### src/rtl/mult_arbiter.sv
// Two-requester shift-add multiplier with round-robin arbitration.
// One operation in flight; results are held until the consumer accepts them.
module mult_arbiter #(
  parameter int WIDTH = 4
) (
  input  logic               clk,
  input  logic               rst,
  input  logic               req0_valid,
  input  logic [WIDTH-1:0]   req0_a,
  input  logic [WIDTH-1:0]   req0_b,
  output logic               req0_ready,
  input  logic               req1_valid,
  input  logic [WIDTH-1:0]   req1_a,
  input  logic [WIDTH-1:0]   req1_b,
  output logic               req1_ready,
  output logic               rsp_valid,
  output logic [2*WIDTH-1:0] rsp_product,
  output logic               rsp_id,
  input  logic               rsp_ready,
  output logic               busy
);

  localparam int PW = 2 * WIDTH;
  localparam int CW = (WIDTH > 1) ? $clog2(WIDTH) : 1;
  localparam logic [CW-1:0] LAST = CW'(WIDTH - 1);

  typedef enum logic [1:0] {IDLE, CALC, DONE} state_t;

  state_t         state, state_n;
  logic           ptr;
  logic [PW-1:0]  a_q;
  logic [WIDTH-1:0] b_q;
  logic           id_q;
  logic [PW-1:0]  acc;
  logic [PW-1:0]  acc_n;
  logic [CW-1:0]  cnt;
  logic [PW-1:0]  prod_q;
  logic           pid_q;
  logic           gnt0, gnt1;
  logic           take;
  logic           last;

  // Pointer only matters on a tie; a lone requester always wins.
  always_comb begin
    gnt0 = req0_valid & (~req1_valid | ~ptr);
    gnt1 = req1_valid & (~req0_valid | ptr);
    req0_ready = ~rst & (state == IDLE) & gnt0;
    req1_ready = ~rst & (state == IDLE) & gnt1;
    take = req0_ready | req1_ready;
    last = (cnt == LAST);
    acc_n = b_q[cnt] ? acc + (a_q << cnt) : acc;
  end

  always_comb begin
    state_n = state;
    case (state)
      IDLE:    if (take) state_n = CALC;
      CALC:    if (last) state_n = DONE;
      DONE:    if (rsp_ready) state_n = IDLE;
      default: state_n = IDLE;
    endcase
  end

  always_ff @(posedge clk or posedge rst) begin
    if (rst) state <= IDLE;
    else     state <= state_n;
  end

  always_ff @(posedge clk or posedge rst) begin
    if (rst) begin
      ptr    <= 1'b0;
      a_q    <= '0;
      b_q    <= '0;
      id_q   <= 1'b0;
      acc    <= '0;
      cnt    <= '0;
      prod_q <= '0;
      pid_q  <= 1'b0;
    end else begin
      case (state)
        IDLE: if (take) begin
          a_q  <= {{WIDTH{1'b0}}, (req1_ready ? req1_a : req0_a)};
          b_q  <= req1_ready ? req1_b : req0_b;
          id_q <= req1_ready;
          ptr  <= ~req1_ready;
          acc  <= '0;
          cnt  <= '0;
        end
        CALC: begin
          acc <= acc_n;
          cnt <= cnt + CW'(1);
          if (last) begin
            prod_q <= acc_n;
            pid_q  <= id_q;
          end
        end
        default: ;
      endcase
    end
  end

  assign rsp_valid   = (state == DONE);
  assign rsp_product = prod_q;
  assign rsp_id      = pid_q;
  assign busy        = (state != IDLE);

endmodule

### config.mk
export PLATFORM = sky130hd
export DESIGN_NAME = mult_arbiter
export DESIGN_NICKNAME = d
export VERILOG_FILES = /design/src/rtl/mult_arbiter.sv
export SDC_FILE = /design/constraint.sdc
export NUM_CORES = 1
export LEC_CHECK = 0
export CAP_MARGIN = 20
export CORE_ASPECT_RATIO = 1.25
export CORE_MARGIN = 2
export CORE_UTILIZATION = 53
export CTS_BUF_LIST = sky130_fd_sc_hd__clkbuf_8
export DETAILED_ROUTE_END_ITERATION = 8
export HOLD_SLACK_MARGIN = 0.03
export PLACE_DENSITY_LB_ADDON = 0.25
export SLEW_MARGIN = 20
export SYNTH_ARGS = -nofsm -noshare
export SYNTH_HDL_FRONTEND = slang
export SYNTH_SLANG_ARGS = --single-unit
### constraint.sdc
create_clock -name clk -period 3.4 [get_ports clk]
set_input_delay 1.02 -clock clk [delete_from_list [all_inputs] [get_ports clk]]
set_output_delay 1.02 -clock clk [all_outputs]
set_load 0.02 [all_outputs]
## After elaboration in Yosys (flattened, before gate mapping)

Cells that the tools add are included.

- Add/subtract/negate cells: 2
- Multiply operators: 0
- Divide/modulo/power cells: 0
- $lt $le $gt $ge: 1
- Equality and inequality tests: 6
- Shift-type cells: 1
- Multiplexer cells: 13
- Bitwise operators: 13
- Reductions and logical operators: 7

Operators with widths:

| operator | count |
|---|---|
| $mux 8 | 2 |
| $pmux 8 s2 | 1 |
| $add 8x8->8 | 1 |
| $mux 2 | 4 |
| $mux 4 | 2 |
| $shl 4x2->8 | 1 |
| $pmux 2 s3 | 1 |
| $reduce_and 2->1 | 3 |
| $and 1x1->1 | 5 |
| $not 1->1 | 5 |
| $eq 2x2->1 const B | 2 |
| $ne 2x2->1 const B | 2 |
| $pmux 2 s2 | 1 |
| $reduce_bool 2->1 | 2 |
| $lt 2x3->1 const B | 1 |
| $or 1x1->1 | 3 |
| $reduce_and 3->1 | 1 |
| $add 2x1->2 const B | 1 |
| $bmux 1 s2 | 1 |
| $eq 2x1->1 const B | 1 |
| $logic_not 2->1 | 1 |
| $ne 2x1->1 const B | 1 |
| $mux 1 | 1 |

- Bits in registers: 31
- Bits in latches: 0
- Memory bits (writable): 0
- ROM bits: 0
- Bits of input ports: 21
- Output and inout port bits: 13
- Word-level logic and storage cells: 52
- Memories: 0

## Longest topological paths before layout

- Depth after elaboration: 7
- Gate-level depth with buffers: 10
- Depth with buffers taken out: 9

## Worst setup path after synthesis

OpenSTA, ideal clock, no wires.

- Kind: in2out
- Start: in req1_valid
- End: out req1_ready
- Arrival: 1.636 ns
- Slack: 0.744 ns
- Cell stages on the path: 3
- Path through: inv_1 -> a2111oi_2 -> buf_4

- Cells in the longest elaborated chain, start to end: 2

RTL lines:

| item | RTL line | source |
|---|---|---|
| start: declaration | 12 | `input logic req1_valid,` |
| $and 1x1->1 | 46 | `gnt1 = req1_valid & (~req0_valid \| ptr);` |
| $and 1x1->1 | 48 | `req1_ready = ~rst & (state == IDLE) & gnt1;` |
| end: declaration | 15 | `output logic req1_ready,` |

No other way between the ends.

## Worst setup path in the final report

Ends and elaborated chain as after synthesis.

==> results_dict.tcl <==
set metrics [dict create \
    outcome "finished, final reports clean" \
    cellPowerDensity_nw_per_um2 946 \
    cts_htree_levels 2 \
    dp_cells 243 \
    r2r_cells 9 \
    clk-insertion-delay-late_ns 0.28 \
    setup_slack_ns 0.128 \
    first_iter_violations 96 \
    synth_nets 204 \
    n_antenna_cell 0 \
    grt-ovfl-total 0 \
    hold_class "register to register" \
    dp_hpwl_mm 3.04 \
    fmax_mhz 306 \
    synthSimpleGateAreaFrac 0.121 \
    ys_seq_elements 31 \
    clk_pin_slew_ns 0.07 \
    wl_mm 4.02 \
    viasPerCell 5.88 \
    synthFlopType "dfrtp_1" \
    finalSetupViolations 0 \
    post-synth-top-count-cell "dfrtp_1" \
    synthCells 174 \
    rsz0062_at_grt "no" \
    postCtsSetupBuffers 0 \
    cp-end-kind "output pin" \
    gp_congestion 0.855 \
    cp_cell_sequence "clkdlybuf4s50_1, inv_1, a2111oi_2, clkbuf_2" \
    worst-path-max-fanout 2 \
    worst_pin_slew_ns 0.611 \
    max_stage_delay_ns 0.49 \
    power_leakage_nw 1.12 \
    period_minus_slack_ns 3.27 \
    cp.required_ns 2.38 \
    seq_area_frac_synth 0.443 \
    yosys_warnings 0 \
    max-cap-violations 0 \
    drc_errors 0 \
    clockBufferDepth 2 \
    synth-adder-area-share 0.0686 \
    die_area_um2 3780 \
    drive_gt1_frac 0.107 \
    holdPathStages 1 \
    ff2ff_setup_slack_ns 0.76 \
    worst_ep_arrival_time_ns 2.25 \
    startpoint_type "input port" \
    initial_utilization 0.548 \
    hold_viol_final 0 \
    ir_drop_uv 517 \
    root_buffer "clkbuf_8" \
    die_h_um 68.3 \
    fin_worst_skew_ns 0.00682 \
    clock-sinks 31 \
    synth_enable_flop_cells 0 \
    fin_cells 251 \
    fin_nets 243 \
    grt_pass1_wl_mm 6.57 \
    synth_largest_area_cell "dfrtp_1" \
    ios 34 \
    synthXorXnorAreaFrac 0.0300 \
    grt_pass1_vias 1458 \
    ant_nets 0 \
    core_um2 3190 \
    dpl_worst_slack_ns -0.299 \
    async_flop_share 1.00 \
    die_w_um 55.4 \
    io_buffer_count 33 \
    synthMuxAreaShare 0.0743 \
    slew_headroom 0.592 \
    synth_top_cells_by_count "31 x dfrtp_1, 15 x inv_1, 15 x nand2_1, 15 x o21ai_0, 12 x nand3_1" \
    numCtsBuffers 5 \
    wl_per_cell_um 16.0 \
    grt_max_degree 32 \
    yosys.area.top_type_share 0.443 \
    final.period_utilization 0.962 \
    syn_area_per_cell_um2 10.1 \
    slew_violations 0 \
    firstDrtPassIters 4 \
    vias 1476 \
    synth_area_um2 1750 \
    cts_tree "yes" \
    grtUsageTotal 0.227 \
    synth_top_family_by_area "compound AO/OA/AOI/OAI gates" \
    synthTopCellsByArea "dfrtp_1 44%, ha_1 5.7%, a222oi_1 4.6%" \
    synth_compound_area_frac 0.204 \
    antenna_found_initial 0 \
    slowest_stage "clkdlybuf4s50_1" \
    path_class "input port to output pin" \
    synth_cell_types 38 \
    synthToLayoutAreaGrowth_pct 27.9 \
    rows 23 \
]
-- path summary, 6_finish.rpt --
path	startpoint	endpoint
max	req1_valid	req1_ready
min	id_q	id_q
max reg2reg	cnt[0]	rsp_product[6]
min reg2reg	id_q	id_q
max in group asynchronous	rst	acc[6]
min in group asynchronous	rst	rsp_id
-- per-stage QoR --
| step | cell area, um^2 | hold slack, ns | total power [mW] | utilization | setup TNS, ns |
|---|---|---|---|---|---|
| 2_1_floorplan | 1750 | 0.446 | 1.42 | - | 0 |
| 3_3_place_gp | 2130 | 0.464 | 1.71 | 0.668 | -0.358 |
| 3_5_place_dp | 2130 | 0.468 | 1.76 | 0.668 | -0.391 |
| 4_1_cts | 2240 | 0.482 | 2.13 | 0.702 | 0 |
| 5_1_grt | 2240 | 0.491 | 2.26 | 0.701 | 0 |
| 6_report | 2240 | 0.477 | 2.12 | 0.701 | 0 |
-- worst max-delay path, delay by kind of cell --
family / cells / cell delay, ns
buf+inv: 3 / 0.79
compound gates: 1 / 0.44
-- cell type report --
cell class	instances	area, um^2
Fill cell	259	955
Sequential cell	31	776
Multi-Input combinational cell	120	872
Clock buffer	5	68.8
Tap cell	37	46.3
Clock inverter	3	43.8
Timing Repair Buffer	40	377
Inverter	15	56.3
-- placed cells by master, fill, tap and decap left out, drive strengths merged, types with 3 or more instances in the layout --
cell type and count:
nand2 15, nor2 6, dfrtp 31, mux2 3
o21ai 17, mux2i 8, a21o 5, and3 3
clkdlybuf4s50 31, clkbuf 6, nand2b 3, a222oi 8
xnor2 3, buf 7, a21oi 8, inv 15
ha 8, xor2 3, nand3 12
-- what timing repair did --
action | CTS | global route
hold buffers | 0 | 0
setup endpoints to repair | 2 | 1
gates resized for setup | 4 | 1
-- flip-flops by register name (all words and copies together) (netlist names) --
| register | count |
|---|---|
| rsp_product | 8 |
| acc | 8 |
| b_q | 4 |
| state | 2 |
| ptr | 1 |
| cnt | 2 |
| a_q | 4 |
| rsp_id | 1 |
| id_q | 1 |
-- cells by family (layout without fill, tap and decap cells) --
| family | Yosys count | in the layout |
|---|---|---|
| buf+inv | 23 | 63 |
| simple gates | 44 | 44 |
| xor+xnor | 6 | 6 |
| mux | 11 | 11 |
| flops | 31 | 31 |
| compound gates | 50 | 50 |
| fa+ha+maj | 9 | 9 |
-- per-layer routing --
metal  up-vias  wire [um]  track usage
li1        705          -            -
met1       714       1620        0.233
met2        49       2150        0.448
met3         8        175       0.0510
met4         0         74       0.0915
met5         -          0            0
-- where the power goes --
part           switching [mW]  internal, mW  total, mW
Clock                   0.140         0.218      0.358
Combinational           0.609         0.479       1.09
Sequential              0.147         0.525      0.672
Total                   0.896          1.22       2.12
No activity file was read; power rests on OpenSTA's default activity.
